$ cat src/rtl/traffic_light_fsm.sv
// Two-road intersection controller: main road rests on green until a side-road or pedestrian
// request arrives, then cycles through yellow, all-red, side green, yellow, all-red.
module traffic_light_fsm #(
  parameter int unsigned T_MG = 10,
  parameter int unsigned T_Y  = 3,
  parameter int unsigned T_AR = 1,
  parameter int unsigned T_SG = 6
) (
  input  logic       clk,
  input  logic       rst,
  input  logic       tick,
  input  logic       side_req,
  input  logic       ped_btn,
  output logic [2:0] main_rgy,
  output logic [2:0] side_rgy,
  output logic       walk,
  output logic [3:0] time_left,
  output logic [2:0] state
);

  typedef enum logic [2:0] {
    StMg  = 3'd0,
    StMy  = 3'd1,
    StAr1 = 3'd2,
    StSg  = 3'd3,
    StSy  = 3'd4,
    StAr2 = 3'd5
  } state_e;

  localparam logic [3:0] LdMg = 4'(T_MG - 1);
  localparam logic [3:0] LdY  = 4'(T_Y - 1);
  localparam logic [3:0] LdAr = 4'(T_AR - 1);
  localparam logic [3:0] LdSg = 4'(T_SG - 1);

  logic [2:0] state_q, state_d;
  logic [3:0] timer_q, timer_d;
  logic       req_latch_q, req_latch_d;
  logic       ped_pend_q, ped_pend_d;
  logic       walk_q, walk_d;
  logic [2:0] main_rgy_q, main_rgy_d;
  logic [2:0] side_rgy_q, side_rgy_d;

  logic expired;
  logic req_any;

  assign expired = tick && (timer_q == 4'd0);
  assign req_any = req_latch_q | side_req | ped_btn;

  always_comb begin
    state_d     = state_q;
    timer_d     = timer_q;
    req_latch_d = req_latch_q | side_req | ped_btn;
    ped_pend_d  = ped_pend_q | ped_btn;
    walk_d      = walk_q;

    if (tick && (timer_q != 4'd0)) begin
      timer_d = timer_q - 4'd1;
    end

    case (state_q)
      StMg: begin
        // Main green rests at zero until someone asks for the side phase.
        if (expired && req_any) begin
          state_d = StMy;
          timer_d = LdY;
        end
      end
      StMy: begin
        if (expired) begin
          state_d = StAr1;
          timer_d = LdAr;
        end
      end
      StAr1: begin
        if (expired) begin
          state_d     = StSg;
          timer_d     = LdSg;
          req_latch_d = 1'b0;
          walk_d      = ped_pend_q | ped_btn;
          ped_pend_d  = 1'b0;
        end
      end
      StSg: begin
        if (expired) begin
          state_d = StSy;
          timer_d = LdY;
          walk_d  = 1'b0;
        end
      end
      StSy: begin
        if (expired) begin
          state_d = StAr2;
          timer_d = LdAr;
        end
      end
      StAr2: begin
        if (expired) begin
          state_d = StMg;
          timer_d = LdMg;
        end
      end
      default: begin
        state_d = StMg;
        timer_d = LdMg;
        walk_d  = 1'b0;
      end
    endcase
  end

  // Lamps decode from the next state so they update on the same edge as the state register.
  always_comb begin
    main_rgy_d = 3'b100;
    side_rgy_d = 3'b100;
    case (state_d)
      StMg:    main_rgy_d = 3'b001;
      StMy:    main_rgy_d = 3'b010;
      StSg:    side_rgy_d = 3'b001;
      StSy:    side_rgy_d = 3'b010;
      default: ;
    endcase
  end

  always_ff @(posedge clk) begin
    if (rst) begin
      state_q     <= StMg;
      timer_q     <= LdMg;
      req_latch_q <= 1'b0;
      ped_pend_q  <= 1'b0;
      walk_q      <= 1'b0;
      main_rgy_q  <= 3'b001;
      side_rgy_q  <= 3'b100;
    end else begin
      state_q     <= state_d;
      timer_q     <= timer_d;
      req_latch_q <= req_latch_d;
      ped_pend_q  <= ped_pend_d;
      walk_q      <= walk_d;
      main_rgy_q  <= main_rgy_d;
      side_rgy_q  <= side_rgy_d;
    end
  end

  assign main_rgy  = main_rgy_q;
  assign side_rgy  = side_rgy_q;
  assign walk      = walk_q;
  assign time_left = timer_q;
  assign state     = state_q;

endmodule
$ cat config.mk
export PLATFORM = sky130hd
export DESIGN_NAME = traffic_light_fsm
export DESIGN_NICKNAME = d
export VERILOG_FILES = /design/src/rtl/traffic_light_fsm.sv
export SDC_FILE = /design/constraint.sdc
export NUM_CORES = 1
export LEC_CHECK = 0
export ABC_AREA = 1
export BUFFER_PORTS_ARGS = -buffer_cell sky130_fd_sc_hd__buf_2
export CELL_PAD_IN_SITES_DETAIL_PLACEMENT = 0
export CELL_PAD_IN_SITES_GLOBAL_PLACEMENT = 1
export CORE_AREA = 2 2 56 53
export DETAILED_ROUTE_END_ITERATION = 12
export DIE_AREA = 0 0 58 55
export GPL_ROUTABILITY_DRIVEN = 0
export PLACE_DENSITY_LB_ADDON = 0.1
export SLEW_MARGIN = 40
export SYNTH_ARGS = -nofsm -noshare
export SYNTH_HDL_FRONTEND = slang
export SYNTH_SLANG_ARGS = --single-unit
export TNS_END_PERCENT = 1
$ cat constraint.sdc
create_clock -name clk -period 1.8 [get_ports clk]
set_clock_uncertainty 0.05 [all_clocks]
set_input_delay 0.36 -clock clk [delete_from_list [all_inputs] [get_ports clk]]
set_output_delay 0.36 -clock clk [all_outputs]
set_load 0.01 [all_outputs]
# --- Word level (Yosys, flattened, before mapping) ---
# Index checks and enable logic that the tools add are counted.
classes:
  mux: 23
  n_bitwise: 4
  n_eq_ne: 10
  reduce_logical: 10
  n_addsub: 1
op_table:
  columns: ["cell", "count"]
  rows:
  - ["4-bit two-way mux", 6]
  - ["4-bit case mux with 5 select lines", 1]
  - ["3-bit two-way mux", 6]
  - ["3-bit case mux with 6 select lines", 1]
  - ["3-bit case mux with 2 select lines", 2]
  - ["3-bit by 2-bit == test with 1-bit output (second input constant)", 3]
  - ["3-bit == test (second input constant)", 3]
  - ["3-bit by 1-bit == test with 1-bit output (second input constant)", 2]
  - ["3-bit zero test", 2]
  - ["1-bit two-way mux", 6]
  - ["4-bit zero test", 1]
  - ["2-bit inequality test (second input constant)", 2]
  - ["4-bit nonzero test", 1]
  - ["4-bit OR reduction", 1]
  - ["4-bit by 1-bit subtractor with 4-bit output (second input constant)", 1]
  - ["1-bit logical AND", 3]
  - ["1-bit bitwise OR", 3]
  - ["1-bit case mux with 3 select lines", 1]
  - ["3-bit AND reduction", 1]
  - ["2-bit OR reduction", 1]
  - ["1-bit inverter", 1]
word_totals:
  elab_cells: 55
  in_bits: 5
  out_inout_bits: 14
  regBits: 16

# --- Longest topological paths before layout ---
depth:
  depth_word: 7
  depth_mapped: 10
  mapped_depth_nobuf: 10

# --- Least setup slack after synthesis ---
# Ideal clock, no wire load.
synth_timing:
  path_kind: "register to register"
  start: "register timer_q[0], in the netlist time_left[0]"
  end: "register timer_q[2], in the netlist time_left[2]"
  n_path_buf: 1
  stages_incl_launch_ff: 9
  required_time_ns: 1.633
  setup_ns: 0.117
  t_arrival_ns: 1.275
  period_less_slack_ns: 1.442
  path_slack_ns: 0.358
  cell_sequence: "dfxtp_1 > inv_1 > ha_1 > nand3_4 > buf_6 > nand2_1 > nand3_1 > a21oi_1 > nor2_1"
synth_between:
  elab_chain_len: 5
  word_cells_on_any_way: 13
  classes_between: "add/sub (1); mux (7); reduce/logical (5)"
synth_lines:
  columns: ["element", "line_no", "rtl"]
  rows:
  - ["start, declared", "36", "logic [3:0] timer_q, timer_d;"]
  - ["start signal, assigned", "126", "timer_q <= LdMg;"]
  - ["start signal, assigned", "134", "timer_q <= timer_d;"]
  - ["parallel branches: the longest is 4 deep, another holds 4-bit by 1-bit subtractor with 4-bit output", null, null]
  - ["4-bit case mux with 5 select lines *", "60", "case (state_q)"]
# Every way passes the cells marked *.
# A chain may end at the register's enable or synchronous reset.

# --- Worst setup path after layout ---
layout_timing:
  start: "register timer_q[0], in the netlist time_left[0]"
  end: "register main_rgy_q[0], in the netlist main_rgy[0]"
layout_between:
  elab_chain_len: 7
  word_cells_on_any_way: 13
  classes_between: "eq/ne (1); mux (8); reduce/logical (4)"
layout_lines:
  columns: ["element", "line_no", "rtl"]
  rows:
  - ["4-bit zero test *", "46", "assign expired = tick && (timer_q == 4'd0);"]
  - ["1-bit logical AND *", "46", null]
  - ["1-bit logical AND", "63", "if (expired && req_any) begin"]
  - ["3-bit two-way mux", "63", null]
  - ["3-bit case mux with 6 select lines *", "60", null]
  - ["3-bit by 1-bit == test with 1-bit output / 3-bit zero test (equally long branches)", "114", "case (state_d)"]
  - ["3-bit case mux with 2 select lines *", "114", null]
  - ["end signal, assigned", "138", "main_rgy_q <= main_rgy_d;"]
  - ["end, declared", "40", "logic [2:0] main_rgy_q, main_rgy_d;"]
# Every way passes the cells marked *; elsewhere a longest branch is shown, timed or not.

==> results.sh <==
export IMPL_outcome="finished clean"
export IMPL_rsz0062_at_grt="no"
export IMPL_period_needed_ps=1630
export IMPL_core_area_sq_mm=0.00261
export IMPL_synth_cells=132
export IMPL_synthArstFlopShare=0
export IMPL_dominantRegCellSynth="dfxtp_1"
export IMPL_vias_per_cell=4.85
export IMPL_finalWorstSetupSlack_ps=168
export IMPL_routed_wirelength_microns=2060
export IMPL_critPathLaunchType="flop"
export IMPL_area_growth_pct=13.5
export IMPL_hold_viol_final=0
export IMPL_grt_pass1_vias=765
export IMPL_irDropWorstVdd_v=0.000341
export IMPL_fill_cells=298
export IMPL_initial_core_util=0.352
export IMPL_arrival_ps=1820
export IMPL_cts_tree="built"
export IMPL_drt_iter0_markers=18
export IMPL_ios=19
export IMPL_cts_root_buf="clkbuf_4"
export IMPL_ys_ff_latch=16
export IMPL_ys_top_cells_by_area="dfxtp_1, nand2_1, nand3_1"
export IMPL_p_per_area_mw_per_mm2=700
export IMPL_grt_antenna_before_repair=0
export IMPL_cts_resized=0
export IMPL_drv_cap=0
export IMPL_timing_fmax_mhz=613
export IMPL_fp_row_count=18
export IMPL_track_usage=0.147
export IMPL_htreeDepth=1
export IMPL_relSlewSlack=0.765
export IMPL_wire_per_inst_microns=11.4
export IMPL_cts_made_buffers=3
export IMPL_synth_top_cell_area_share=0.348
export IMPL_dp_hpwl_microns=1590
export IMPL_grt_max_degree=17
export IMPL_route_detailed_drc=0
export IMPL_synth_largest_area_cell="dfxtp_1"
export IMPL_synth_nets=138
export IMPL_synth_edf_count=0
export IMPL_die_h_microns=55
export IMPL_setup_violations=0
export IMPL_synth_most_common_cell="nand2_1"
export IMPL_fin_nets=158
export IMPL_cts_hold_buf=0
export IMPL_antenna_left=0
export IMPL_syn_avg_cell_area_sq_um=6.97
export IMPL_synth_cell_types=23
export IMPL_rrSetupSlack_ps=170
export IMPL_crit_type="flop to flop"
export IMPL_required_ps=1980
export IMPL_fp_dieW_microns=58
export IMPL_overflow=0
export IMPL_die_area_sq_mm=0.00319
export IMPL_drt_pass1_iterations=4
export IMPL_clk_latency_ps=290
export IMPL_cts_buffer_depth=2
export IMPL_cp_end_kind="flop"
export IMPL_period_share=0.907
export IMPL_yosysWarnings=0
export IMPL_holdCritPathClass="input pin to flop"
export IMPL_cts_setup_buffers=0
export IMPL_grt_pass1_wl_microns=3480
export IMPL_portBuffers=18
export IMPL_yosysSeqAreaShare=0.348
export IMPL_p_total_uw=730
export IMPL_post_route_util=0.399
export IMPL_n_antenna_cell=0
export IMPL_layout_drive_gt1_share=0.272
export IMPL_cts_sinks=16
export IMPL_clk_pin_slew_ps=110
export IMPL_ys_top_cells_by_count="nand2_1, dfxtp_1, nor2_1"
export IMPL_p_leak_uw=0.000527
export IMPL_worst_pin_slew_ps=352
export IMPL_dp_slack_ps=186
export IMPL_fin_tns_setup_ps=0
export IMPL_vias=877
export IMPL_crit_fanout=16
export IMPL_hold_ws_ps=277
export IMPL_synth_area_sq_um=920
export IMPL_drv_slew=0
[registers in the layout, summed over array words and instances, names as in the netlist]
| name | flops |
|---|---|
| ped_pend_q | 1 |
| walk | 1 |
| time_left | 4 |
| side_rgy | 3 |
| req_latch_q | 1 |
| main_rgy | 3 |
| state | 3 |
[cells in the final DEF, fill, tap and decap left out, drive strengths merged]
cell	synthesis	layout
inv	15	15
nand4	4	4
nor2	19	19
nand3b	1	1
nor3	4	4
ha	1	1
nand2	45	45
o21a	1	1
o21ai	6	6
buf	3	19
clkbuf	1	4
dfxtp	16	16
nand3	10	10
a21oi	5	5
o211a	1	1
[cells by family (layout without fill, tap and decap cells)]
kind of cell    after synthesis  after routing  share of synthesized area
compound gates               13             13                     0.0789
fa+ha+maj                     1              1                     0.0136
buf+inv                      19             38                      0.116
flops                        16             16                      0.348
simple gates                 83             83                      0.444
[worst max-delay path, stage by stage, from the launching register on]
cell and delay [ps]:
dfxtp_1 340, inv_1 110, ha_1 270, nand3_4 220, nand2_1 140, nand2_1 90
nor2_4 150, nand2_2 80, o21ai_1 120
[power by group]
part	switching [uW]	internal, uW	total [uW]
Clock	129	123	252
Combinational	62.5	40.4	103
Sequential	9.60	365	375
[layout make-up]
| cell class | instances | area [sq um] | share of cell area |
|---|---|---|---|
| Sequential cell | 16 | 320 | 0.307 |
| Multi-Input combinational cell | 97 | 493 | 0.472 |
| Tap cell | 30 | 37.5 | 0.0360 |
| Timing Repair Buffer | 19 | 97.6 | 0.0935 |
| Inverter | 15 | 58.8 | 0.0564 |
| Clock buffer | 4 | 36.3 | 0.0348 |
[stage by stage]
stage          cells  area, sq um
2_1_floorplan    132          920
3_3_place_gp     177         1010
3_5_place_dp     177         1010
4_1_cts          181         1040
5_1_grt          181         1040
6_report         181         1040
[final timing paths]
path                                start                      to  cells after the start
hold reg to reg     ped_pend_q$_SDFF_PP0_   ped_pend_q$_SDFF_PP0_                      2
setup / recovery  time_left[0]$_SDFF_PP1_  main_rgy[0]$_SDFF_PP1_                      8
hold / removal                    ped_btn   ped_pend_q$_SDFF_PP0_                      3
setup reg to reg  time_left[0]$_SDFF_PP1_  main_rgy[0]$_SDFF_PP1_                      8
[per-layer routing]
metal	track usage	up-vias	part of all wire
met1	0.203	387	0.51
met5	0	-	0
met2	0.229	27	0.44
met3	0.0279	2	0.048
li1	-	461	-
met4	0.0581	0	0.0083
Note: power is estimated with default switching activity, not from simulation.
